===== src/rtl/spi_deserializer_fifo_pkg.sv =====
// Shared types and width helpers for the serial-to-parallel receive path.
package spi_deser_pkg;

    typedef enum logic {
        S_IDLE  = 1'b0,
        S_SHIFT = 1'b1
    } state_t;

    function automatic int count_width(input int depth);
        return $clog2(depth + 1);
    endfunction

    function automatic int ptr_width(input int depth);
        return (depth > 1) ? $clog2(depth) : 1;
    endfunction

endpackage


===== src/rtl/spi_deserializer_fifo_if.sv =====
// Bus bundle for the deserializer: serial input side plus valid/ack word output side.
// Handshake: a word transfers on a cycle where parallel_valid && parallel_ack; ack while empty is ignored.
interface spi_deserializer_fifo_if #(
    parameter int PARALLEL_WIDTH = 8,
    parameter int FIFO_DEPTH     = 4
);
    import spi_deser_pkg::*;

    localparam int CW = count_width(FIFO_DEPTH);

    logic                      serial_ready;
    logic                      serial_in;
    logic                      frame_start;
    logic                      parallel_ack;
    logic                      parallel_valid;
    logic [PARALLEL_WIDTH-1:0] parallel_out;
    logic [CW-1:0]             fifo_count;
    logic                      overrun;
    logic                      frame_error;
    state_t                    dbg_state;

    modport master (
        output serial_ready, serial_in, frame_start, parallel_ack,
        input  parallel_valid, parallel_out, fifo_count, overrun, frame_error, dbg_state
    );

    modport slave (
        input  serial_ready, serial_in, frame_start, parallel_ack,
        output parallel_valid, parallel_out, fifo_count, overrun, frame_error, dbg_state
    );

endinterface


===== src/rtl/spi_deserializer_fifo_sync_fifo.sv =====
// Word FIFO; a push while full succeeds only when a pop happens in the same cycle.
module sync_fifo
    import spi_deser_pkg::*;
#(
    parameter int WIDTH = 8,
    parameter int DEPTH = 4
) (
    input  logic                           clk,
    input  logic                           reset,
    input  logic                           i_push,
    input  logic [WIDTH-1:0]               i_data,
    input  logic                           i_pop,
    output logic [WIDTH-1:0]               o_data,
    output logic                           o_full,
    output logic                           o_empty,
    output logic [count_width(DEPTH)-1:0]  o_count
);
    localparam int CW = count_width(DEPTH);
    localparam int PW = ptr_width(DEPTH);

    logic [WIDTH-1:0] r_mem [DEPTH];
    logic [PW-1:0]    r_wr_ptr;
    logic [PW-1:0]    r_rd_ptr;
    logic [CW-1:0]    r_count;
    logic             w_pop;
    logic             w_push;

    assign o_full  = (r_count == CW'(DEPTH));
    assign o_empty = (r_count == '0);
    assign o_count = r_count;
    assign o_data  = o_empty ? '0 : r_mem[r_rd_ptr];
    assign w_pop   = i_pop && !o_empty;
    assign w_push  = i_push && (!o_full || w_pop);

    always_ff @(posedge clk) begin
        if (reset) begin
            r_wr_ptr <= '0;
            r_rd_ptr <= '0;
            r_count  <= '0;
        end else begin
            if (w_push) begin
                r_mem[r_wr_ptr] <= i_data;
                r_wr_ptr        <= r_wr_ptr + PW'(1);
            end
            if (w_pop) begin
                r_rd_ptr <= r_rd_ptr + PW'(1);
            end
            r_count <= r_count + CW'(w_push) - CW'(w_pop);
        end
    end

endmodule


===== src/rtl/spi_deserializer_fifo.sv =====
// Serial bit assembler feeding a word FIFO; frame_start re-aligns to bit 0 of a new word.
module spi_deserializer_fifo
    import spi_deser_pkg::*;
#(
    parameter int PARALLEL_WIDTH = 8,
    parameter int FIFO_DEPTH     = 4,
    parameter bit MSB_FIRST      = 1'b1
) (
    input  logic                     clk,
    input  logic                     reset,
    spi_deserializer_fifo_if.slave   bus
);
    localparam int W  = PARALLEL_WIDTH;
    localparam int BW = $clog2(W);
    localparam int CW = count_width(FIFO_DEPTH);

    state_t          r_state;
    logic [BW-1:0]   r_bit_cnt;
    logic [W-1:0]    r_shift;
    logic            r_overrun;
    logic            r_frame_error;

    logic            w_resync;
    logic            w_last;
    logic [W-1:0]    w_base;
    logic [W-1:0]    w_assembled;
    logic            w_full;
    logic            w_empty;
    logic            w_pop;
    logic [W-1:0]    w_head;
    logic [CW-1:0]   w_count;

    // frame_start on the final bit of a word still wins: the partial word is dropped.
    assign w_resync = bus.serial_ready && bus.frame_start && (r_state == S_SHIFT);
    assign w_last   = bus.serial_ready && !w_resync && (r_bit_cnt == BW'(W - 1));
    assign w_base   = w_resync ? '0 : r_shift;
    assign w_pop    = bus.parallel_ack && !w_empty;

    always_comb begin
        w_assembled = '0;
        if (MSB_FIRST) w_assembled = {w_base[W-2:0], bus.serial_in};
        else           w_assembled = {bus.serial_in, w_base[W-1:1]};
    end

    always_ff @(posedge clk) begin
        if (reset) begin
            r_state       <= S_IDLE;
            r_bit_cnt     <= '0;
            r_shift       <= '0;
            r_overrun     <= 1'b0;
            r_frame_error <= 1'b0;
        end else begin
            r_overrun     <= w_last && w_full && !w_pop;
            r_frame_error <= w_resync;
            if (bus.serial_ready) begin
                r_shift <= w_assembled;
                if (w_resync) begin
                    r_bit_cnt <= BW'(1);
                    r_state   <= S_SHIFT;
                end else if (w_last) begin
                    r_bit_cnt <= '0;
                    r_state   <= S_IDLE;
                end else begin
                    r_bit_cnt <= r_bit_cnt + BW'(1);
                    r_state   <= S_SHIFT;
                end
            end
        end
    end

    sync_fifo #(.WIDTH(W), .DEPTH(FIFO_DEPTH)) u_fifo (
        .clk     (clk),
        .reset   (reset),
        .i_push  (w_last),
        .i_data  (w_assembled),
        .i_pop   (w_pop),
        .o_data  (w_head),
        .o_full  (w_full),
        .o_empty (w_empty),
        .o_count (w_count)
    );

    assign bus.parallel_valid = !w_empty;
    assign bus.parallel_out   = w_head;
    assign bus.fifo_count     = w_count;
    assign bus.overrun        = r_overrun;
    assign bus.frame_error    = r_frame_error;
    assign bus.dbg_state      = r_state;

endmodule


===== src/flat_wrapper.sv =====
// flat-port wrapper written by rule: the top's interface ports become plain ports
module spi_deserializer_fifo_flat import spi_deser_pkg::*;
#(
    parameter int PARALLEL_WIDTH = 8,
    parameter int FIFO_DEPTH     = 4,
    parameter bit MSB_FIRST      = 1'b1
)
  (clk, reset, bus_serial_ready, bus_serial_in, bus_frame_start, bus_parallel_ack, bus_parallel_valid, bus_parallel_out, bus_fifo_count, bus_overrun, bus_frame_error, bus_dbg_state);
  spi_deserializer_fifo_if #(.PARALLEL_WIDTH(PARALLEL_WIDTH), .FIFO_DEPTH(FIFO_DEPTH)) bus_i ();
  input  logic clk;
  input  logic reset;
  input wire logic [$bits(bus_i.serial_ready)-1:0] bus_serial_ready;
  input wire logic [$bits(bus_i.serial_in)-1:0] bus_serial_in;
  input wire logic [$bits(bus_i.frame_start)-1:0] bus_frame_start;
  input wire logic [$bits(bus_i.parallel_ack)-1:0] bus_parallel_ack;
  output wire logic [$bits(bus_i.parallel_valid)-1:0] bus_parallel_valid;
  output wire logic [$bits(bus_i.parallel_out)-1:0] bus_parallel_out;
  output wire logic [$bits(bus_i.fifo_count)-1:0] bus_fifo_count;
  output wire logic [$bits(bus_i.overrun)-1:0] bus_overrun;
  output wire logic [$bits(bus_i.frame_error)-1:0] bus_frame_error;
  output wire logic [$bits(bus_i.dbg_state)-1:0] bus_dbg_state;
  assign bus_i.serial_ready = bus_serial_ready;
  assign bus_i.serial_in = bus_serial_in;
  assign bus_i.frame_start = bus_frame_start;
  assign bus_i.parallel_ack = bus_parallel_ack;
  assign bus_parallel_valid = bus_i.parallel_valid;
  assign bus_parallel_out = bus_i.parallel_out;
  assign bus_fifo_count = bus_i.fifo_count;
  assign bus_overrun = bus_i.overrun;
  assign bus_frame_error = bus_i.frame_error;
  assign bus_dbg_state = bus_i.dbg_state;
  spi_deserializer_fifo #(.PARALLEL_WIDTH(PARALLEL_WIDTH), .FIFO_DEPTH(FIFO_DEPTH), .MSB_FIRST(MSB_FIRST)) u_core (.clk(clk), .reset(reset), .bus(bus_i));
endmodule

===== config.mk =====
export PLATFORM = sky130hd
export DESIGN_NAME = spi_deserializer_fifo_flat
export DESIGN_NICKNAME = d
export VERILOG_FILES = /design/src/rtl/spi_deserializer_fifo_pkg.sv /design/src/rtl/spi_deserializer_fifo_if.sv /design/src/rtl/spi_deserializer_fifo_sync_fifo.sv /design/src/rtl/spi_deserializer_fifo.sv /design/src/flat_wrapper.sv
export SDC_FILE = /design/constraint.sdc
export NUM_CORES = 1
export LEC_CHECK = 0
export CORE_MARGIN = 1.5
export CORE_UTILIZATION = 56
export DETAILED_ROUTE_END_ITERATION = 8
export PLACE_DENSITY = 0.9
export SYNTH_ARGS = -nofsm -noshare
export SYNTH_HDL_FRONTEND = slang
export SYNTH_SLANG_ARGS = --single-unit
export TNS_END_PERCENT = 5

===== constraint.sdc =====
create_clock -name clk -period 3.4 [get_ports clk]
set_input_delay 0.68 -clock clk [delete_from_list [all_inputs] [get_ports clk]]
set_output_delay 0.68 -clock clk [all_outputs]
set_load 0.01 [all_outputs]

==> impl_metrics.ini <==
[setup_path]
endpoint_kind = flip-flop
critical-path-top-delay-family = simple AND/OR/NAND/NOR gates
criticalPathCategory = input pin to flip-flop
cp.arrival_ns = 3.18
crit_fanout = 4
reg2reg_slack_ns = 0.85
crit_chain = clkdlybuf4s50_1 > or4b_4 > and3_4 > inv_1 > ha_1 > inv_1 > ha_1 > inv_1 > fa_1 > xor2_1 > and2_1 > nor3_1
cp_slowest_cell = or4b_4
worst_path_most_repeated_cell = inv_1
required_ns = 3.63
rr_endpoint = u_core.u_fifo.o_count[2]
crit_start = bus_parallel_ack
slowest_delay_ns = 0.53
cp.buffers_inverters = 4
r2r_start = u_core.u_fifo.o_count[1]
startpoint_type = input pin
critical_path_cell_count = 12
crit_path_end = u_core.u_fifo.o_count[2]
reg2reg_depth = 11

[power_and_ir_drop]
internal_power_uw = 1208
p_sw_frac = 0.2605
peakVddDrop_v = 0.0004478
combPwrFrac = 0.271
pwr-share-clk = 0.251
p_sw_uw = 425.5
power_density_nw_per_um2 = 629.2
p_leak_uw = 0.0009356
p_seq_frac = 0.478

[timing]
finalCriticalPeriod_ns = 2.950
drv_slew = 0
skew_ns = 0.004264
timing.final.crit_share = 0.8677
final.setup.tns_ns = 0
max_slew.worst_pin.slew_ns = 0.5471
setup_violations = 0
rsz0062_at_grt = false
relSlewSlack = 0.6348
finalHoldWorstSlack_ns = 0.5110
hold_viol = 0
fmax_mhz = 339.0

[finish]
area_delta_synth_final_pct = 17.36
nFillCells = 252
layoutNonFillerInstCount = 232
drive_above_1_share = 0.1413
design_area_um2 = 2596
nNetsFinal = 198
antenna_cells = 0

[synthesis]
yosysSeqAreaShare = 0.6335
synthTopCellsByCount = 32 x edfxtp_1, 22 x dfxtp_1, 17 x nor2_1, 11 x and2_1, 10 x nor2b_1
synth.area.top_cells = edfxtp_1 43%, dfxtp_1 20%, mux4_2 8.1%, ha_1 4.5%, and2_1 3.1%
ys.flop_type = edfxtp_1
synthArstFlopShare = 0
synth_most_common_cell = edfxtp_1
yosysTopAreaCell = edfxtp_1
ys_seq_elements = 54
synth_nets = 172
ys_warn_count = 0
synth_cell_types = 33
yosysTopAreaCellShare = 0.4344
synth_edf_count = 32
netlist_instances = 157
netlist_area_um2 = 2212
syn_avg_cell_area_um2 = 14.09

[clock_tree]
cts_made_buffers = 5
htree_levels = 2
cts_buffer_depth = 2
clk_pin_slew_ns = 0.09
cts_setup_buffers = 0
holdBufCountCts = 0
insertion_delay_ns = 0.30
cts_tree = built
clock_sinks = 54
root_buffer = clkbuf_8
ctsResizeCount = 0

[die]
fp.dieArea_um2 = 4336
ios = 21
fp.dieH_um = 65.85
rows = 22
coreArea_um2 = 3716
fp.dieW_um = 65.85
start_util = 0.5953

[routing]
vias = 1275
routed_wl_mm = 3.548
ant_nets = 0
post-route-drc-count = 0
first_pass_iters = 5
drt_iter0_drc = 60
wl_per_cell_um = 15.29
viasPerCell = 5.496

[placed_design]
dpl-instance-area_um2 = 2486
place_congestion = 0.7828
hpwlAfterDp_mm = 2.472
place_inst = 224
port_buffers = 20

[global_routing]
grt_max_degree = 26
grt_pass1_vias = 1270
grt.overflow.total = 0
grt_pass1_wl_mm = 6.009
track_usage = 0.1862
antenna_found_initial = 0

[outcome]
status = complete, no violations

[min_path]
hold_class = flip-flop to flip-flop

[run]
drv_cap = 0
==> logic make-up (layout without fill, tap and decap cells) <==
logic type,Yosys count,in the layout,share of synthesized area
AOI/OAI and AO/OA,16,16,0.05260
buffers and inverters,15,42,0.02602
muxes,10,10,0.09276
and+or+nand+nor,51,51,0.1329
DFF,54,54,0.6335
xor gates and xnor gates,2,2,0.007920
adders and majority gates,9,9,0.05430
==> state kept, by name (all words and copies together), names as in the netlist, named ones only <==
| signal | cells |
|---|---|
| u_core.bus.frame_error | 1 |
| u_core.u_fifo.r_mem | 32 |
| u_core.u_fifo.r_rd_ptr | 2 |
| u_core.r_bit_cnt | 3 |
| u_core.u_fifo.r_wr_ptr | 2 |
| u_core.r_shift | 7 |
| u_core.bus.overrun | 1 |
| u_core.u_fifo.o_count | 3 |
| u_core.bus.dbg_state | 1 |
==> worst min-delay path by stage <==
stage | depth (start not counted) | endpoint | slack [ns] | start
global placement | 2 | u_core.r_bit_cnt[1] | 0.47 | u_core.r_bit_cnt[1]
global route | 2 | u_core.r_bit_cnt[0] | 0.53 | u_core.r_bit_cnt[0]
CTS | 2 | flip-flop | 0.51 | u_core.u_fifo.r_rd_ptr[1]
finish | 2 | flip-flop | 0.51 | u_core.u_fifo.r_rd_ptr[1]
detailed placement | 2 | u_core.r_bit_cnt[0] | 0.50 | u_core.r_bit_cnt[0]
floorplan | 2 | u_core.r_bit_cnt[1] | 0.45 | u_core.r_bit_cnt[1]
==> per-stage QoR <==
stage,power [uW],utilization,setup WS [ns]
after detailed placement,1244,0.6690,0.1612
after CTS,1653,0.6987,0.4630
after floorplan,1035,-,0.7098
final,1633,0.6987,0.4500
after global routing,1728,0.6987,0.3403
after global placement,1232,0.6690,0.2060
==> placed cells by master, fill, tap and decap left out, types with 2 or more instances in the layout <==
master / count
o31ai_1: 2
xor2_1: 2
buf_4: 5
a32oi_1: 2
nor2_1: 17
o21ai_0: 2
and2_1: 11
clkdlybuf4s50_1: 20
edfxtp_1: 32
nor3_1: 3
a22oi_1: 6
a21oi_1: 2
clkbuf_8: 5
nor2b_1: 10
ha_1: 8
inv_1: 8
dfxtp_1: 22
mux4_2: 8
==> layer usage <==
layer,wire length [um],GRT usage,vias to the layer above
li1,-,-,622
met1,1497,0.2290,622
met5,0,0,-
met4,38,0.05469,0
met3,137,0.04089,3
met2,1874,0.3283,28
==> worst reg2reg max path, delay by kind of cell (launching register included) <==
kind	cells	cell delay [ns]
simple gates	4	1.06
xor+xnor	1	0.16
flops	1	0.39
buf+inv	3	0.16
fa+ha+maj	3	0.71
==> power by group through the flow <==
stage / sequential, uW / clock [uW] / combinational (uW)
3_3_place_gp: 796 / 0 / 436
5_1_grt: 793 / 450 / 486
4_1_cts: 784 / 420 / 449
3_5_place_dp: 798 / 0 / 446
2_1_floorplan: 767 / 0 / 268
6_report: 782 / 410 / 442
==> layout make-up <==
| cell class | count | area, um2 | area share |
|---|---|---|---|
| multi-input cells | 88 | 753.2 | 0.2901 |
| repair buffers | 25 | 237.7 | 0.09157 |
| inverters | 9 | 33.78 | 0.01301 |
| well taps | 48 | 60.06 | 0.02313 |
| flip-flops and latches | 54 | 1401 | 0.5398 |
| clock buffers | 6 | 72.57 | 0.02795 |
| clock inverters | 2 | 37.54 | 0.01446 |
No activity file was read; power rests on OpenSTA's default activity.
